===== config.mk =====
export PLATFORM = sky130hd
export DESIGN_NAME = pipeline_run_ctrl
export DESIGN_NICKNAME = d
export VERILOG_FILES = /design/src/rtl/pipeline_run_ctrl.sv
export SDC_FILE = /design/constraint.sdc
export NUM_CORES = 1
export LEC_CHECK = 0
export CORE_ASPECT_RATIO = 0.5
export CORE_MARGIN = 2
export CORE_UTILIZATION = 30
export CTS_BUF_LIST = sky130_fd_sc_hd__clkbuf_16
export DETAILED_ROUTE_END_ITERATION = 6
export GPL_ROUTABILITY_DRIVEN = 0
export GPL_TIMING_DRIVEN = 0
export PLACE_DENSITY_LB_ADDON = 0.2
export SYNTH_ARGS = -nofsm -noshare
export SYNTH_HDL_FRONTEND = slang
export SYNTH_SLANG_ARGS = --single-unit

===== constraint.sdc =====
create_clock -name clk -period 2.8 [get_ports clk]
set_input_delay 0.56 -clock clk [delete_from_list [all_inputs] [get_ports clk]]
set_output_delay 0.56 -clock clk [all_outputs]
set_load 0.02 [all_outputs]

===== src/rtl/pipeline_run_ctrl.sv =====
// Run controller for the MIPS core: sequences core reset, locks the forwarding mode per run,
// enforces a RUN-cycle budget and counts cycles/retires. Optional stall counter: RUN_CTRL_STALL_CNT_EN.
module pipeline_run_ctrl #(
   parameter int unsigned CNT_W        = 16,
   parameter int unsigned RESET_CYCLES = 2,
   parameter int unsigned MAX_CYCLES   = 35
) (
   input  logic             clk,
   input  logic             rst,
   input  logic             start,
   input  logic             fwd_mode_in,
   input  logic             halt_req,
   input  logic             retire_valid,
   output logic             core_rst,
   output logic             forwarding_EN,
   output logic             running,
   output logic             done,
   output logic             timeout,
   output logic [CNT_W-1:0] cycle_count,
   output logic [CNT_W-1:0] retire_count
`ifdef RUN_CTRL_STALL_CNT_EN
   ,
   output logic [CNT_W-1:0] stall_count
`endif
);

   localparam int unsigned             RST_CNT_W = 4;
   localparam logic [RST_CNT_W-1:0]    RST_LAST  = RST_CNT_W'(RESET_CYCLES - 1);
   localparam logic [CNT_W-1:0]        CYC_LAST  = CNT_W'(MAX_CYCLES - 1);
   localparam logic [CNT_W-1:0]        CNT_MAX   = {CNT_W{1'b1}};

   typedef enum logic [1:0] {
      IDLE,
      RESET,
      RUN,
      DONE
   } state_t;

   state_t               state;
   logic [RST_CNT_W-1:0] rst_cnt;

   // Single-process FSM; every output is a register updated alongside the state.
   always_ff @(posedge clk or posedge rst) begin
      if (rst) begin
         state         <= IDLE;
         rst_cnt       <= '0;
         core_rst      <= 1'b1;
         forwarding_EN <= 1'b0;
         running       <= 1'b0;
         done          <= 1'b0;
         timeout       <= 1'b0;
         cycle_count   <= '0;
         retire_count  <= '0;
`ifdef RUN_CTRL_STALL_CNT_EN
         stall_count   <= '0;
`endif
      end else begin
         case (state)
            IDLE, DONE: begin
               if (start) begin
                  state         <= RESET;
                  rst_cnt       <= '0;
                  core_rst      <= 1'b1;
                  forwarding_EN <= fwd_mode_in;
                  done          <= 1'b0;
                  timeout       <= 1'b0;
                  cycle_count   <= '0;
                  retire_count  <= '0;
`ifdef RUN_CTRL_STALL_CNT_EN
                  stall_count   <= '0;
`endif
               end
            end
            RESET: begin
               if (rst_cnt == RST_LAST) begin
                  state    <= RUN;
                  core_rst <= 1'b0;
                  running  <= 1'b1;
               end else begin
                  rst_cnt <= rst_cnt + RST_CNT_W'(1);
               end
            end
            RUN: begin
               // The ending edge still applies its increments.
               cycle_count <= cycle_count + CNT_W'(1);
               if (retire_valid && (retire_count != CNT_MAX)) begin
                  retire_count <= retire_count + CNT_W'(1);
               end
`ifdef RUN_CTRL_STALL_CNT_EN
               if (!retire_valid && (stall_count != CNT_MAX)) begin
                  stall_count <= stall_count + CNT_W'(1);
               end
`endif
               if (halt_req || (cycle_count == CYC_LAST)) begin
                  state    <= DONE;
                  core_rst <= 1'b1;
                  running  <= 1'b0;
                  done     <= 1'b1;
                  timeout  <= !halt_req;
               end
            end
            default: begin
               state    <= IDLE;
               core_rst <= 1'b1;
               running  <= 1'b0;
            end
         endcase
      end
   end

endmodule


Word-level counts from Yosys, hierarchy flattened
Index checks and enable logic that the tools add are counted.
{"block": "totals", "input_bits": 6, "reg_bits": 43}
{"block": "classes", "add_sub_neg": 3, "muxes": 22, "eq_ne": 11, "n_reduce_logical": 15}
{"operator": "16-bit case mux with 2 select lines", "count": 2}
{"operator": "16-bit by 1-bit adder with 16-bit output (second input constant)", "count": 2}
{"operator": "16-bit 2-to-1 mux", "count": 2}
{"operator": "16-bit by 6-bit equality test with 1-bit output (second input constant)", "count": 1}
{"operator": "16-bit != test (second input constant)", "count": 1}
{"operator": "3-bit AND reduction", "count": 5}
{"operator": "2-bit != test (second input constant)", "count": 5}
{"operator": "4-bit 2-to-1 mux", "count": 2}
{"operator": "4-bit case mux with 2 select lines", "count": 1}
{"operator": "1-bit 2-to-1 mux", "count": 7}
{"operator": "2-bit 2-to-1 mux", "count": 3}
{"operator": "1-bit case mux with 2 select lines", "count": 3}
{"operator": "2-bit case mux with 3 select lines", "count": 1}
{"operator": "2-bit nonzero test", "count": 3}
{"operator": "4-bit by 1-bit adder with 4-bit output (second input constant)", "count": 1}
{"operator": "2-bit equality test (second input constant)", "count": 2}
{"operator": "4-bit by 1-bit equality test with 1-bit output (second input constant)", "count": 1}
{"operator": "2-bit AND reduction", "count": 2}
{"operator": "1-bit case mux with 3 select lines", "count": 1}
{"operator": "2-bit by 1-bit equality test with 1-bit output (second input constant)", "count": 1}
{"operator": "2-bit zero test", "count": 1}
{"operator": "2-bit OR reduction", "count": 1}
{"operator": "1-bit logical AND", "count": 1}
{"operator": "1-bit zero test", "count": 1}
{"operator": "1-bit logical OR", "count": 1}

Longest topological paths before layout
{"block": "depth", "depth_word": 4, "depth_mapped": 8, "depth_no_buf": 6}

Worst setup path after synthesis
No wires, ideal clock.
{"block": "synth_path", "path_type": "register -> register", "from": "register state[0]", "to": "register retire_count[12]", "setup_ps": 78, "slack_ps": 696, "t_arrival_ps": 2026, "t_required_ps": 2722, "period_less_slack_ps": 2104, "n_path_buf": 1, "path_stages_with_launch": 8, "cell_sequence": "dfrtp_1 > inv_1 > ha_1 > buf_4 > mux2i_2 > or4b_1 > or3_1 > a21oi_1"}
{"block": "synth_via", "elab_chain_cells": 4, "elab_cells_between_ends": 9}
{"item": "start, declared", "line_no": "39", "source": "state_t state;"}
{"item": "start signal, assigned", "line_no": "45", "source": "state <= IDLE;"}
{"item": "start signal, assigned", "line_no": "61", "source": "state <= RESET;"}
{"item": "start signal, assigned", "line_no": "76", "source": "state <= RUN;"}
{"item": "2-bit equality test or 2-bit zero test (tied branches)", "line_no": "58", "source": "case (state)"}
{"item": "2-bit OR reduction", "line_no": "58"}
{"item": "2-bit != test (no source line) or 2-bit nonzero test (tied branches)"}
{"item": "3-bit AND reduction (no source line)"}
{"item": "end signal, assigned", "line_no": "87", "source": "retire_count <= retire_count + CNT_W'(1);"}
{"item": "end, declared", "line_no": "20", "source": "output logic [CNT_W-1:0] retire_count"}
Several ways; a longest one is shown, not always the timed one.
A chain may end at the register's enable or synchronous reset.

Worst setup path in the final report
Same ends and word-level chain as after synthesis.

==> results.json <==
{
  "netlist_area_sq_um": 2430,
  "final_common_cell": "dfrtp_1",
  "crit_slowest_cell": "or4b_1",
  "fin_crit_sh": 0.823,
  "port_buffers": 41,
  "clockBufferDepth": 2,
  "grt_pass1_vias": 2094,
  "root_buffer": "clkbuf_16",
  "dr.first_iter.drc_count": 167,
  "placed_area_sq_um": 3000,
  "hp-class": "register to register",
  "wl_per_cell_um": 14.8,
  "fin_area_sq_um": 3170,
  "clkSinkCount": 43,
  "grt_first_pass_wirelength_um": 10200,
  "slew_headroom": 0.552,
  "n_antenna_cell": 0,
  "hold_slack_ps": 488,
  "syn_to_final_growth_pct": 30.2,
  "viasPerCell": 5.25,
  "start_util": 0.306,
  "cap_violations": 0,
  "syn_inst": 255,
  "die_h_um": 67.7,
  "ys.flop_type": "dfrtp_1",
  "status": "completed",
  "leakagePower_uw": 0.00127,
  "path_max_fanout": 9,
  "hold_viol_final": 0,
  "yosys_warnings": 0,
  "rows": 23,
  "tns_ps": 0,
  "avgSynthCellArea_sq_um": 9.54,
  "cts_buffers": 5,
  "ctsResizeCount": 0,
  "grt_start_max_net_pins": 34,
  "cp-start-kind": "register",
  "floorplan.die_area_sq_um": 8890,
  "die_w_um": 131,
  "async_flop_share": 1.00,
  "power_density_nw_per_um2": 721,
  "ir_drop_uv": 312,
  "endpoint_kind": "register",
  "num_vias": 2189,
  "mostFrequentLayoutCells": "dfrtp_1, clkdlybuf4s50_1, nand2_1, a21oi_1, o21ai_0",
  "cp.arrival_ps": 2510,
  "critical_path_class": "register to register",
  "clk-insertion-delay-late_ps": 280,
  "utilization": 0.399,
  "finalMaxSlewViolations": 0,
  "place.detailed.hpwl_um": 4550,
  "io_pins": 43,
  "first_pass_iters": 4,
  "grt_antenna_before_repair": 0,
  "ys_seq_area_frac": 0.443,
  "wirelength_um": 6190,
  "tritoncts": "yes",
  "cts_htree_levels": 2,
  "rsz0062_at_grt": "false",
  "drive_gt1_frac": 0.0689,
  "ant_nets": 0,
  "grt_overflow": 0,
  "critical-path-max-stage-delay_ps": 620,
  "setup_viol": 0,
  "period_minus_slack_ps": 2310,
  "synth_nets": 269,
  "grt_usage": 0.143,
  "synth_edf_count": 0,
  "skew_ps": 7.34,
  "clk_pin_slew_ps": 60,
  "cts_hold_buf": 0,
  "yosysUniqueCellTypes": 49,
  "layout.nets": 318,
  "coreArea_sq_um": 7940,
  "post_cts_buffers": 0,
  "crit_chain": "inv_1, ha_1, buf_4, mux2i_2, or4b_1, or3_1, a21oi_1",
  "worst_pin_slew_ps": 663,
  "max_freq_mhz": 434,
  "ys_ff_latch": 43,
  "cp.required_ps": 3000,
  "drc": 0
}
[synthesized netlist by cell type, drive strengths merged (2+ instances only)]
| master | count | area, sq um |
|---|---|---|
| buf | 3 | 17.5 |
| mux2 | 2 | 22.5 |
| or3 | 9 | 56.3 |
| nor2 | 12 | 45.0 |
| nand4 | 9 | 62.6 |
| clkbuf | 5 | 18.8 |
| o31ai | 7 | 52.6 |
| nor3b | 2 | 15.0 |
| a311oi | 2 | 17.5 |
| nand2b | 4 | 25.0 |
| a41oi | 2 | 17.5 |
| nand2 | 21 | 78.8 |
| inv | 10 | 37.5 |
| and4 | 3 | 26.3 |
| ha | 8 | 100 |
| dfrtp | 42 | 1050 |
| a211oi | 2 | 15.0 |
| xnor2 | 3 | 26.3 |
| a31oi | 3 | 18.8 |
| xor2 | 4 | 35.0 |
| or4 | 5 | 37.5 |
| nor4 | 8 | 71.3 |
| mux2i | 7 | 73.8 |
| nor3 | 7 | 35.0 |
| a22o | 6 | 52.6 |
| nand3 | 14 | 70.1 |
| and3 | 6 | 37.5 |
| a21oi | 16 | 80.1 |
| o21ai | 15 | 75.1 |
| nor4b | 2 | 17.5 |
| and2 | 3 | 18.8 |
[cell type report]
cell class | count | area, sq um
Buffer | 8 | 36.3
Clock buffer | 5 | 125
Clock inverter | 3 | 38.8
Fill cell | 787 | 4780
Inverter | 10 | 37.5
Multi-Input combinational cell | 194 | 1280
Sequential cell | 43 | 1080
Tap cell | 112 | 140
Timing Repair Buffer | 42 | 430
[worst max-delay path: cells and delay by family, from the launching register on]
kind	cells	cell delay [ps]
multiplexers	1	250
adder cells (fa/ha/maj)	1	290
flip-flops	1	370
AO/OA/AOI/OAI	1	140
buffers and inverters	2	240
AND/OR/NAND/NOR	2	940
[power by group]
part           internal, uW  switching, uW  leakage, uW
registers               701           77.7     0.000581
logic                   322            526     0.000607
clock network           416            240    0.0000812
total                  1440            844      0.00127
[final timing paths]
| path | endpoint | startpoint | cells after the start | slack [ps] |
|---|---|---|---|---|
| worst max-delay path | retire_count[12] | state[0] | 7 | 490 |
| worst min-delay path | core_rst | core_rst | 2 | 490 |
| worst max register to register | retire_count[12] | state[0] | 7 | 490 |
| worst min register to register | core_rst | core_rst | 2 | 490 |
| max in group asynchronous | core_rst | rst | 3 | 1750 |
| min in group asynchronous | retire_count[3] | rst | 2 | 520 |
[sequential cells by signal (all words and copies together) (netlist names)]
signal and flops:
cycle_count 16, retire_count 16, rst_cnt 4, state 2
core_rst 1, done 1, forwarding_EN 1, running 1
timeout 1
[stage by stage]
stage | cells | total power [uW] | setup WS, ps
finish | 417 | 2280 | 495
global route | 417 | 2440 | 336
CTS | 417 | 2300 | 489
detailed placement | 409 | 1640 | 188
global placement | 408 | 1620 | 227
floorplan | 255 | 1360 | 696
[logic make-up after synthesis]
kind of cell | count (synthesis) | share of synthesized area
and+or+nand+nor | 109 | 0.258
AOI/OAI and AO/OA | 61 | 0.163
DFF | 43 | 0.443
buffers and inverters | 18 | 0.0304
muxes | 9 | 0.0396
adders and majority gates | 8 | 0.0412
xor gates and xnor gates | 7 | 0.0252
[layer usage]
metal	part of all wire	global-route usage	vias up
met1	0.50	0.190	1058
met5	0	0	-
li1	-	-	1066
met3	0.035	0.0270	8
met4	0.0091	0.0408	0
met2	0.45	0.245	57
Power figures use the tool's default switching activity.
